--- config.mk ---
export PLATFORM = sky130hd
export DESIGN_NAME = dice_display
export DESIGN_NICKNAME = d
export VERILOG_FILES = /design/src/rtl/dice_display.sv
export SDC_FILE = /design/constraint.sdc
export NUM_CORES = 1
export LEC_CHECK = 0
export BUFFER_PORTS_ARGS = -buffer_cell sky130_fd_sc_hd__buf_2
export CAP_MARGIN = 20
export CORE_ASPECT_RATIO = 0.8
export CORE_UTILIZATION = 45
export DETAILED_ROUTE_END_ITERATION = 16
export SLEW_MARGIN = 10
export SYNTH_ARGS = -nofsm -noshare
export SYNTH_HDL_FRONTEND = slang
export SYNTH_SLANG_ARGS = --single-unit
--- constraint.sdc ---
create_clock -name clk -period 4.3 [get_ports clk]
set_input_delay 1.29 -clock clk [delete_from_list [all_inputs] [get_ports clk]]
set_output_delay 1.29 -clock clk [all_outputs]
set_load 0.05 [all_outputs]
--- src/rtl/dice_display.sv ---
// Two-digit dice display: dash when idle, rotating segment while rolling, latched BCD result after.
// Optional post-roll blink enabled by defining DICE_DISPLAY_BLINK_EN.
module dice_display #(
  parameter int unsigned REFRESH_LOG2 = 4,
  parameter int unsigned SPIN_LOG2    = 11
) (
  input  logic       clk,
  input  logic       rst_n,
  input  logic [3:0] tens,
  input  logic [3:0] ones,
  input  logic       rolling,
  output logic [6:0] seg,
  output logic [1:0] dig,
  output logic       valid
);

  typedef enum logic [1:0] {IDLE = 2'd0, SPIN = 2'd1, SHOW = 2'd2} state_t;

  localparam logic [REFRESH_LOG2-1:0] REF_ONE  = 1;
  localparam logic [SPIN_LOG2-1:0]    STEP_ONE = 1;

  state_t                  state_q, state_d;
  logic [REFRESH_LOG2-1:0] ref_cnt_q, ref_cnt_d;
  logic                    phase_q, phase_d;
  logic [SPIN_LOG2-1:0]    step_cnt_q, step_cnt_d;
  logic [2:0]              spin_idx_q, spin_idx_d;
  logic [3:0]              held_tens_q, held_tens_d, held_ones_q, held_ones_d;
  logic [6:0]              seg_d;
  logic [1:0]              dig_d;
  logic                    valid_d;
  logic                    step_wrap, blank;

  function automatic logic [6:0] seg_of(input logic [3:0] v);
    case (v)
      4'd0:    seg_of = 7'h3F;
      4'd1:    seg_of = 7'h06;
      4'd2:    seg_of = 7'h5B;
      4'd3:    seg_of = 7'h4F;
      4'd4:    seg_of = 7'h66;
      4'd5:    seg_of = 7'h6D;
      4'd6:    seg_of = 7'h7D;
      4'd7:    seg_of = 7'h07;
      4'd8:    seg_of = 7'h7F;
      4'd9:    seg_of = 7'h6F;
      default: seg_of = 7'h79;
    endcase
  endfunction

  always_comb begin
    state_d = state_q;
    case (state_q)
      IDLE:    if (rolling)  state_d = SPIN;
      SPIN:    if (!rolling) state_d = SHOW;
      SHOW:    if (rolling)  state_d = SPIN;
      default: state_d = IDLE;
    endcase
  end

  // Step counter restarts on every state change so spin and blink both begin from step 0.
  always_comb begin
    step_wrap   = &step_cnt_q;
    ref_cnt_d   = ref_cnt_q + REF_ONE;
    phase_d     = (&ref_cnt_q) ? ~phase_q : phase_q;
    step_cnt_d  = '0;
    spin_idx_d  = spin_idx_q;
    held_tens_d = held_tens_q;
    held_ones_d = held_ones_q;
    if (state_d == state_q && state_q != IDLE) step_cnt_d = step_cnt_q + STEP_ONE;
    if (state_d == SPIN && state_q != SPIN) begin
      spin_idx_d = 3'd0;
    end else if (state_q == SPIN && step_wrap) begin
      spin_idx_d = (spin_idx_q == 3'd5) ? 3'd0 : spin_idx_q + 3'd1;
    end
    if (state_q == SPIN && state_d == SHOW) begin
      held_tens_d = tens;
      held_ones_d = ones;
    end
  end

`ifdef DICE_DISPLAY_BLINK_EN
  logic [2:0] blink_q, blink_d;

  always_comb begin
    blink_d = blink_q;
    if (state_d != SHOW)                              blink_d = 3'd0;
    else if (state_q != SHOW)                         blink_d = 3'd0;
    else if (step_wrap && blink_q != 3'd6)            blink_d = blink_q + 3'd1;
    blank = blink_d[0];
  end

  always_ff @(posedge clk or negedge rst_n) begin
    if (!rst_n) blink_q <= 3'd0;
    else        blink_q <= blink_d;
  end
`else
  assign blank = 1'b0;
`endif

  // Outputs are derived from next-state values so a state change shows on the same edge.
  always_comb begin
    seg_d   = 7'h00;
    dig_d   = phase_q ? 2'b10 : 2'b01;
    valid_d = (state_d == SHOW);
    case (state_d)
      IDLE: seg_d = 7'h40;
      SPIN: seg_d = 7'b000_0001 << spin_idx_d;
      SHOW: begin
        if (blank)
          seg_d = 7'h00;
        else if (phase_q)
          seg_d = (held_tens_d == 4'd0 && held_ones_d != 4'd0) ? 7'h00 : seg_of(held_tens_d);
        else
          seg_d = seg_of(held_ones_d);
      end
      default: seg_d = 7'h00;
    endcase
  end

  always_ff @(posedge clk or negedge rst_n) begin
    if (!rst_n) begin
      state_q     <= IDLE;
      ref_cnt_q   <= '0;
      phase_q     <= 1'b0;
      step_cnt_q  <= '0;
      spin_idx_q  <= 3'd0;
      held_tens_q <= 4'd0;
      held_ones_q <= 4'd0;
      seg         <= 7'h00;
      dig         <= 2'b00;
      valid       <= 1'b0;
    end else begin
      state_q     <= state_d;
      ref_cnt_q   <= ref_cnt_d;
      phase_q     <= phase_d;
      step_cnt_q  <= step_cnt_d;
      spin_idx_q  <= spin_idx_d;
      held_tens_q <= held_tens_d;
      held_ones_q <= held_ones_d;
      seg         <= seg_d;
      dig         <= dig_d;
      valid       <= valid_d;
    end
  end

endmodule

==> run metrics <==
overall routing resource usage around a fifth; Cell Rows 22; area grow syn2layout 12.3%; Initial Utilization 47.9%; commonest non-fill, non-tap cell in the layout dfrtp_1; hold slack ~0.46 ns; Reg2Reg Launch Point state_q[0]; Hold Path Origin ref_cnt_q[0]; commonest cells after routing, fill and taps aside dfrtp_1 (39), nor2_1 (23), buf_2 (20); Nets 272; CP Cell Sequence buf_2, or3b_1, mux2i_1, ha_1, nor3b_1, nor4_1, a31oi_1, nand2_1, o41ai_1; crit path kind input port to flip-flop; Crit path largest cell delay 0.52 ns; synth warn 0; element type at the critical path end flip-flop; slowest CP cell or3b_1; Slew @ Worst Pin 0.840 ns; Vias per Instance around 5.5; clock network latency to the later pin of the worst-skew pair 0.29 ns; RSZ-0062 raised after global routing no; I/O Pins 21; total CTS buffers 5; Worst setup startpoint rolling; total grt overflow 0; Setup violations, final 0; Final Cell Area 2510 sq um; Synth async-reset ratio 100%; hold buffers post-CTS 0; DRC 0; post-route setup TNS 0 ns; CTS root buf clkbuf_8; via count 1694; final worst-path cycle share between 80% and 90%; Seq/Total Area, Yosys between 40% and 50%; DIE AREA 5260 sq um; Post-DP HPWL 3460 microns; Post-Syn Nets approximately 250; max-slew violations 0; input/output buffers 20; post-synth top area share 43.6%; EDFF count, synth 0; max_slew headroom 44.0%; top cells by area, synth dfrtp_1 (44%), ha_1 (6.7%), mux2i_1 (5.4%); number of max-cap violations 0; Tmin final about 3.5 ns; Hold Crit Class flip-flop to flip-flop; leak pwr 1.18 nW; diode count 0; startpoint class of the critical path input port; synthesized area per cell 9.78 sq um; initial antenna violation count 0; status complete, no violations; final wirelength 4750 microns; clock skew 0.00481 ns; post-route ant nets 0; Core ar. 4680 sq um; fraction of layout cells with a size suffix above 1 14.0%; Worst Path Max Fanout 12; # resized after CTS 0; Fmax 284 MHz; Avg WL per Cell 15.3 microns; Placement Cell Area 2380 sq um; PwrDens 443 nW/um^2; Worst Path Required 4.47 ns; TritonCTS clock tree done; post-CTS setup buffers 0; largest net degree at the start of global routing 40; first-pass GRT wire length 7870 microns; Clock H-tree levels 2; ys flop type dfrtp_1; Initial DRC Count 160; DIE HEIGHT 65.1 microns; GPL Wtd Cong 0.920; Final Hold Vio Count 0; CTS clock-pin slew for the worst setup and hold paths approximately 0.070 ns; vias in the first global route 1563; Synth Cell Area 2240 sq um; maximum vdd drop 0.000209 V; synthesized flop and latch total 39; Mapped Cells 229; clock buffer depth 2; clk sink count 39; Synth area leader dfrtp_1; Critical Path AT 3.69 ns; Die Width 80.9 microns; number of detailed-route iterations in the first pass 4; Synth cell types 46
## path summary, 6_finish.rpt
check	slack, ns	cells past startpoint	end
min	0.46	1	ref_cnt_q[0]
min reg2reg	0.46	1	ref_cnt_q[0]
min in group asynchronous	1.09	1	step_cnt_q[9]
max reg2reg	1.38	8	seg[4]
max in group asynchronous	2.67	1	held_ones_q[1]
max	0.78	9	seg[4]
## cell usage after synthesis (7+ instances only)
library cell / number
dfrtp_1: 39
nor2_1: 23
nand2_1: 15
inv_1: 13
ha_1: 12
mux2i_1: 12
nand3_1: 10
a21oi_1: 8
o21ai_0: 8
nor3_1: 7
xor2_1: 7
## state kept, by name, indices dropped and copies added, names as in the netlist
signal and flops:
seg 7, ref_cnt_q 4, held_tens_q 4, state_q 2, valid 1, phase_q 1
dig 2, step_cnt_q 11, spin_idx_q 3, held_ones_q 4
## report_power, final
group	total, mW	leakage [nW]	internal, mW	switching, mW
clock network	0.360	0.0654	0.232	0.129
logic	0.313	0.615	0.106	0.208
registers	0.440	0.500	0.404	0.0360
## cell families after synthesis
logic type,after synthesis,synth area share (%)
compound gates,37,11.0
xor+xnor,13,5.08
fa+ha+maj,12,6.70
buf+inv,24,4.80
flops,39,43.6
mux,14,7.37
simple gates,90,21.5
## metrics by stage
step,std cells,power (mW),setup slack [ns],util (%)
after floorplan,229,0.667,0.971,-
after global placement,302,0.762,0.610,50.9
after detailed placement,302,0.752,0.534,50.9
after CTS,310,1.11,0.805,53.7
after global routing,310,1.18,0.449,53.7
final,310,1.11,0.781,53.7
## final cells by class
class	instances	area, sq um
fill	428	2160
timing repair buffer	23	123
clock inverter	2	60.1
multi-input combinational	166	1160
clock buffer	6	72.6
inverter	14	52.6
sequential	39	976
tap	60	75.1
## worst max-delay path, delay by kind of cell
kind / cells / cell delay (ns)
AND/OR/NAND/NOR: 4 / 1.04
AO/OA/AOI/OAI: 2 / 0.59
multiplexers: 1 / 0.36
adder cells (fa/ha/maj): 1 / 0.24
buffers and inverters: 1 / 0.16
## metal layers
metal / track usage, % / wire (microns) / vias to the layer above / share of wire [%]
li1: - / - / 849 / -
met1: 31.9 / 2450 / 780 / 51
met2: 25.9 / 1860 / 60 / 39
met3: 6.25 / 402 / 5 / 8.5
met4: 5.36 / 42 / 0 / 0.88
met5: 0 / 0 / - / 0
Note: power is estimated with default switching activity, not from simulation.
